## src/rtl/sqrt_pkg.sv

```systemverilog
// sqrt_pkg: shared state encoding and width defaults for the iterative square root engine
package sqrt_pkg;
  localparam int DATA_W_DEF = 32;
  localparam int ROOT_W_DEF = DATA_W_DEF / 2;
  typedef enum logic [1:0] {IDLE, ITER, FIX, DONE} state_t;
  function automatic int cnt_w(input int rw);
    return rw > 1 ? $clog2(rw) : 1;
  endfunction
endpackage

```

## src/rtl/sqrt_rem_step.sv

```systemverilog
// sqrt_rem_step: one non-restoring root digit (ports r, q, pair in; r_next, digit out)
module sqrt_rem_step import sqrt_pkg::*; #(
  parameter int DATA_W = DATA_W_DEF,
  parameter int ROOT_W = DATA_W / 2
) (
  input  logic [DATA_W-1:0] r,
  input  logic [ROOT_W-1:0] q,
  input  logic [1:0]        pair,
  output logic [DATA_W-1:0] r_next,
  output logic              digit
);
  logic [DATA_W-1:0] rs;
  always_comb begin
    rs = {r[DATA_W-3:0], pair};
    r_next = r[DATA_W-1] ? rs + DATA_W'({q, 2'b11}) : rs - DATA_W'({q, 2'b01});
    digit = ~r_next[DATA_W-1];
  end
endmodule

```

## src/rtl/sqrt_iter_engine.sv

```systemverilog
// sqrt_iter_engine: valid/ready integer sqrt (radicand in; root, remainder, busy out; one digit per clock)
module sqrt_iter_engine import sqrt_pkg::*; #(
  parameter int DATA_W = DATA_W_DEF
) (
  input  logic                   clk,
  input  logic                   rst_n,
  input  logic                   in_valid,
  output logic                   in_ready,
  input  logic [DATA_W-1:0]      radicand,
  output logic                   out_valid,
  input  logic                   out_ready,
  output logic [DATA_W/2-1:0]    root,
  output logic [DATA_W-1:0]      remainder,
  output logic                   busy
);
  localparam int ROOT_W = DATA_W / 2;
  localparam int CNT_W = cnt_w(ROOT_W);
  state_t state_q, state_d;
  logic [DATA_W-1:0] r_q, r_d, d_q, d_d, r_step;
  logic [ROOT_W-1:0] q_q, q_d;
  logic [CNT_W-1:0] i_q, i_d;
  logic digit;
  // d_q shifts left each iteration so the current bit pair is always its top two bits
  sqrt_rem_step #(.DATA_W(DATA_W), .ROOT_W(ROOT_W)) u_step (
    .r(r_q), .q(q_q), .pair(d_q[DATA_W-1 -: 2]), .r_next(r_step), .digit(digit)
  );
  always_comb begin
    state_d = state_q;
    r_d = r_q;
    q_d = q_q;
    d_d = d_q;
    i_d = i_q;
    case (state_q)
      IDLE: if (in_valid) begin
        d_d = radicand;
        r_d = '0;
        q_d = '0;
        i_d = CNT_W'(ROOT_W - 1);
        state_d = ITER;
      end
      ITER: begin
        r_d = r_step;
        q_d = {q_q[ROOT_W-2:0], digit};
        d_d = d_q << 2;
        i_d = i_q - CNT_W'(1);
        state_d = i_q == '0 ? FIX : ITER;
      end
      FIX: begin
        r_d = r_q[DATA_W-1] ? r_q + DATA_W'({q_q, 1'b1}) : r_q;
        state_d = DONE;
      end
      DONE: state_d = out_ready ? IDLE : DONE;
      default: state_d = IDLE;
    endcase
  end
  always_ff @(posedge clk or negedge rst_n) begin
    if (!rst_n) begin
      state_q <= IDLE;
      r_q <= '0;
      q_q <= '0;
      d_q <= '0;
      i_q <= '0;
    end else begin
      state_q <= state_d;
      r_q <= r_d;
      q_q <= q_d;
      d_q <= d_d;
      i_q <= i_d;
    end
  end
  assign in_ready = state_q == IDLE;
  assign out_valid = state_q == DONE;
  assign busy = state_q == ITER || state_q == FIX;
  assign root = q_q;
  assign remainder = r_q;
endmodule

```

## config.mk

```make
export PLATFORM = sky130hd
export DESIGN_NAME = sqrt_iter_engine
export DESIGN_NICKNAME = d
export VERILOG_FILES = /design/src/rtl/sqrt_pkg.sv /design/src/rtl/sqrt_rem_step.sv /design/src/rtl/sqrt_iter_engine.sv
export SDC_FILE = /design/constraint.sdc
export NUM_CORES = 1
export LEC_CHECK = 0
export ABC_CLOCK_PERIOD_IN_PS = 5300
export CORE_ASPECT_RATIO = 1.4
export CORE_MARGIN = 2
export CORE_UTILIZATION = 57
export DETAILED_ROUTE_END_ITERATION = 16
export PLACE_DENSITY = 0.87
export SLEW_MARGIN = 20
export SYNTH_ARGS = -nofsm -noshare
export SYNTH_HDL_FRONTEND = slang
export SYNTH_SLANG_ARGS = --single-unit
```

## constraint.sdc

```tcl
create_clock -name clk -period 5.3 [get_ports clk]
set_input_delay 1.325 -clock clk [delete_from_list [all_inputs] [get_ports clk]]
set_output_delay 1.325 -clock clk [all_outputs]
set_load 0.05 [all_outputs]
```

==> impl_metrics.yaml, run 1 <==
layout:
  final_cell_mix: "dfrtp_1, o21ai_0, clkdlybuf4s50_1, a21oi_1, nand2_1"
  insertedDiodeCount: 0
  syn_to_final_growth_pct: 17.5
  fillCellCount: 1017
  layout.cells.non_filler: 1058
  fin_nets: 997
  final_common_cell: "dfrtp_1"
  layout-drive-gt1-share_pct: 4.52
placement:
  globalplace.congestion: 0.985
  port_buffers: 86
  dp.cells: 1042
  hpwl_um: 14000
worst_setup_path:
  path_cells: "clkdlybuf4s50_1, buf_4, nor2b_1, nor3_2, nand2_1, or4_1, o211ai_1"
  cpPeakStageDelay_ns: 0.68
  critPathLaunchType: "primary input"
  crit_path_top_delay_cell: "nor3_2"
  r2r_cells: 11
  cp-end-kind: "flip-flop"
  criticalPathCategory: "primary input to flip-flop"
  crit_arrival_ns: 4.33
  required_ns: 5.55
  crit_path_max_fanout: 36
synthesis:
  ys_seq_area_share_pct: 30.5
  yosysWarnings: 0
  syn_avg_cell_area_um2: 8.37
  syn_nets: 937
  synth_edf_count: 0
  synthFlopType: "dfrtp_1"
  ys_async_sr_fraction_pct: 100
  ys_types: 69
  ys_seq_elements: 86
  synth_area_mm2: 0.00705
  synthCells: 843
route:
  first_pass_iters: 5
  post_drt_wl_per_cell_um: 18.6
  vias: 6959
  drt_iter0_markers: 669
  drt_drc_violations_left: 0
  postRouteAntennaNets: 0
  via_per_inst: 6.58
  wirelength_um: 19700
timing:
  finalCritPeriodShare_pct: 77.1
  rsz0062_at_grt: "no"
  hold_viol: 0
  drv_slew: 0
  fin_skew_ns: 0.00742
  tightest_slew_ns: 1.04
  period_needed_ns: 4.09
  finalSetupTns_ns: 0
  max_freq_mhz: 245
  slew_headroom_pct: 30.3
  finalSetupViolations: 0
floorplanning:
  fp.dieArea_mm2: 0.0133
  num_io_pins: 87
  rows: 48
  die_w_um: 98.0
  start_util_pct: 57.8
  core_area_mm2: 0.0122
  dieHeight_um: 136
grt:
  grtUsageTotal_pct: 29.4
  antenna_found_initial: 0
  globalRouteMet3Util_pct: 3.87
  use_met2_pct: 51.3
  grt_remaining_overflow: 0
  grt_pass1_vias: 6620
  grt_pass1_wl_um: 32100
  grt_max_degree: 72
  grt_use_met1_pct: 36.0
  busiest_layer: "met2"
clocking:
  tritoncts: "built"
  cts_made_buffers: 9
  clock_sinks: 86
  htreeDepth: 3
  clk_latency_ns: 0.35
  root_buffer: "clkbuf_16"
  holdBufCountCts: 0
  ctsResizeCount: 0
  clock_path_buffers: 2
  cts.clk_slew.worst_paths_ns: 0.07
  cts_setup_buffers: 0
hold_path:
  whs_path_depth: 1
  min_path_type: "flip-flop to flip-flop"
run:
  drv_cap: 0
run_status:
  status: "completed"
metal layers:
| layer | routed length (um) | vias to the layer above |
|---|---|---|
| li1 | - | 3294 |
| met1 | 7900 | 3309 |
| met2 | 9790 | 292 |
| met3 | 1200 | 64 |
| met4 | 818 | 0 |
| met5 | 0 | - |
worst max-delay path: cells and delay by family:
| kind | cells | cell delay [ns] |
|---|---|---|
| AND/OR/NAND/NOR | 4 | 2.06 |
| buffers and inverters | 2 | 0.79 |
| AO/OA/AOI/OAI | 1 | 0.14 |
synthesized netlist by cell type, types with 9 or more instances:
| cell type | n | area share [%] |
|---|---|---|
| nand3_1 | 20 | 1.4 |
| a22oi_1 | 12 | 1.3 |
| nor2_1 | 37 | 2.0 |
| a21o_1 | 32 | 3.4 |
| inv_1 | 25 | 1.3 |
| nor3_1 | 12 | 0.85 |
| o22ai_1 | 33 | 2.9 |
| o21ai_0 | 85 | 6.0 |
| clkbuf_1 | 40 | 2.1 |
| a21oi_1 | 81 | 5.7 |
| xnor2_1 | 37 | 4.6 |
| xor2_1 | 16 | 2.0 |
| a31oi_1 | 13 | 1.2 |
| nand2b_1 | 9 | 0.80 |
| a22o_1 | 14 | 1.7 |
| nand2_1 | 69 | 3.7 |
| dfrtp_1 | 86 | 31 |
| nand3b_1 | 32 | 3.4 |
| ha_1 | 57 | 10 |
cell type report:
class | count | area [um2] | share of cell area [%]
Timing Repair Buffer | 95 | 926 | 11.2
Clock inverter | 7 | 61.3 | 0.740
Multi-Input combinational cell | 685 | 4630 | 55.9
Clock buffer | 9 | 225 | 2.72
Tap cell | 150 | 188 | 2.27
Sequential cell | 86 | 2150 | 26.0
Inverter | 26 | 97.6 | 1.18
metrics by stage:
step	hold slack (ns)	util [%]	area (um2)	setup WS [ns]
finish	0.531	67.9	8280	1.21
floorplan	0.462	-	7050	1.21
CTS	0.530	67.9	8280	1.32
global route	0.548	67.9	8280	0.980
global placement	0.488	65.6	7990	1.09
detailed placement	0.520	65.6	7990	0.986
flip-flops by register name, indices dropped and copies added (netlist names):
signal,flops
state_q,2
root,16
i_q,4
d_q,32
remainder,32
path summary, 6_finish.rpt:
path                                from             to  slack (ns)
setup / recovery                in_valid  remainder[22]        1.21
hold / removal                    i_q[0]         i_q[0]        0.53
setup reg to reg           remainder[31]  remainder[25]        1.51
hold reg to reg                   i_q[0]         i_q[0]        0.53
max in group asynchronous          rst_n        d_q[28]        3.33
min in group asynchronous          rst_n         d_q[9]        1.00
cell families after synthesis:
family                   Yosys count  synth area share, %
AND/OR/NAND/NOR                  232                 17.3
AO/OA/AOI/OAI                    342                 31.4
flip-flops                        86                 30.5
XOR/XNOR                          53                 6.58
buffers and inverters             72                 3.85
adder cells (fa/ha/maj)           58                 10.4
Power of run 1 is not shown: default switching activity piles up to over one toggle a cycle in this logic, so the estimate is an artifact.
==> run 2, diff against run 1 <==
Settings changed: ABC_CLOCK_PERIOD_IN_PS 5300 to 3400, CORE_UTILIZATION 57 to 52, PLACE_DENSITY 0.87 to 0.83.
Clock period 5.3 ns to 3.4 ns, I/O delays scaled along.
==> run 2 against run 1 <==
Sequential share of layout area shrank 0.46 points. Non-clock buffer count is 14 higher. Critical path depth rose by 4. Worst setup slack got worse by 1.0 ns. Wire length rose by 3.9%. Core utilization shrank 4.6 points. Global-route usage decreased by 0.46 points. Via count up 0.95%. Hold slack lost 0.027 ns. First-iteration DRC count shrank 26%. Final area rose by 1.9%. Register-to-register slack got worse by 1.3 ns. Critical path type is now flip-flop to flip-flop. Critical endpoint is now remainder[18].
==> impl_metrics.yaml, run 2 (synthesis results as in run 1) <==
placement:
  hpwl_um: 15000
  globalplace.congestion: 1.07
  port_buffers: 86
layout:
  fin_nets: 1011
  syn_to_final_growth_pct: 19.7
  final_common_cell: "dfrtp_1"
  insertedDiodeCount: 0
  final_cell_mix: "dfrtp_1, o21ai_0, clkdlybuf4s50_1, a21oi_1, nand2_1"
  layout-drive-gt1-share_pct: 6.07
worst_setup_path:
  crit_path_top_delay_cell: "dfrtp_2"
  r2r_slack_ns: 0.17
  cpPeakStageDelay_ns: 0.50
  crit_path_max_fanout: 12
  cp-end-kind: "flip-flop"
  crit_buf_inv: 1
  crit_arrival_ns: 3.42
  worstReg2RegStart: "remainder[31]"
  crit_top_cell: "o21ai_0"
  required_ns: 3.59
  criticalPathCategory: "flip-flop to flip-flop"
  cp_top_family: "compound AO/OA/AOI/OAI gates"
  critPathLaunchType: "flip-flop"
  path_cells: "buf_4, xnor2_1, ha_1, nand2_1, o21ai_0, a21boi_2, a31oi_1, o21ai_0, and3_1, o21ai_0, o311ai_0"
  regToRegEndpoint: "remainder[18]"
  r2r_cells: 11
clocking:
  clock_sinks: 86
  cts.clk_slew.worst_paths_ns: 0.07
  clk_latency_ns: 0.36
  tritoncts: "built"
  root_buffer: "clkbuf_16"
  cts_made_buffers: 9
  htreeDepth: 3
  clock_path_buffers: 2
floorplanning:
  dieHeight_um: 142
  rows: 50
  fp.dieArea_mm2: 0.0145
  num_io_pins: 87
  die_w_um: 102
  start_util_pct: 52.9
  core_area_mm2: 0.0133
timing:
  hold_viol: 0
  period_needed_ns: 3.23
  rsz0062_at_grt: "no"
  finalCritPeriodShare_pct: 94.9
  tightest_slew_ns: 0.729
  drv_slew: 0
  finalSetupTns_ns: 0
  max_freq_mhz: 310
  fin_skew_ns: 0.0139
  slew_headroom_pct: 51.4
  finalSetupViolations: 0
grt:
  grt_pass1_wl_um: 33700
  grt_max_degree: 72
  antenna_found_initial: 0
  grtUsageTotal_pct: 29.0
  grt_remaining_overflow: 0
  grt_pass1_vias: 6935
route:
  wirelength_um: 20500
  drt_drc_violations_left: 0
  post_drt_wl_per_cell_um: 18.5
  drt_iter0_markers: 497
  first_pass_iters: 5
  vias: 7025
  via_per_inst: 6.36
  postRouteAntennaNets: 0
hold_path:
  min_path_type: "flip-flop to flip-flop"
  hp-start: "i_q[0]"
  whs_path_depth: 1
  whs_endpoint: "i_q[0]"
run:
  drv_cap: 0
run_status:
  status: "completed"
==> run 2: cell count changes in the layout (fill, tap and decap cells not counted), sizes merged <==
cell and delta:
clkdlybuf4s50 -1, inv -1, buf +15, clkinv +1
==> run 2: metrics by stage <==
step / utilization [%] / instance area [um2] / hold slack (ns) / worst slack, ns / instances
after detailed placement: 61.1 / 8140 / 0.494 / 0.198 / 1087
after global routing: 63.3 / 8440 / 0.540 / 0.0165 / 1104
final: 63.3 / 8440 / 0.504 / 0.174 / 1104
after CTS: 63.3 / 8430 / 0.504 / 0.153 / 1103
after floorplan: - / 7060 / 0.462 / 0.000179 / 843
after global placement: 61.1 / 8140 / 0.493 / 0.262 / 1087
==> run 2: how the worst max path moves through the flow <==
stage	start	endpoint	slack [ns]	cells after the start
after global placement	root[0]	remainder[24]	0.26	10
after detailed placement	root[0]	remainder[26]	0.20	10
after CTS	root[0]	remainder[24]	0.15	10
final	remainder[31]	remainder[18]	0.17	11
after global routing	remainder[31]	remainder[18]	0.02	11
after floorplan	remainder[31]	remainder[26]	0.0002	14
==> run 2: repair_timing <==
item | 4_1_cts | 5_1_grt
resized for setup | 0 | 1
setup endpoints to repair | 0 | 5
buffers inserted | 0 | 1
hold buffers | 0 | 0
==> run 2: routing by layer <==
metal	track usage, %	vias to the layer above	wire (um)
met1	35.0	3391	8130
met4	13.5	0	816
met2	49.4	254	10400
met3	4.98	57	1110
met5	0	-	0
li1	-	3323	-
==> run 2: final cells by class <==
cell class | instances | area (um2)
Clock buffer | 9 | 225
Tap cell | 182 | 228
Sequential cell | 86 | 2150
Inverter | 26 | 97.6
Fill cell | 1159 | 4890
Multi-Input combinational cell | 685 | 4630
Clock inverter | 7 | 62.6
Timing Repair Buffer | 109 | 1040
==> run 2: worst register-to-register path, stage by stage, from the launching register on <==
cell	delay, ns
dfrtp_2	0.50
buf_4	0.23
xnor2_1	0.14
ha_1	0.37
nand2_1	0.07
o21ai_0	0.38
a21boi_2	0.15
a31oi_1	0.41
o21ai_0	0.28
and3_1	0.24
o21ai_0	0.16
o311ai_0	0.16
Power of run 2 is left out for the same reason.
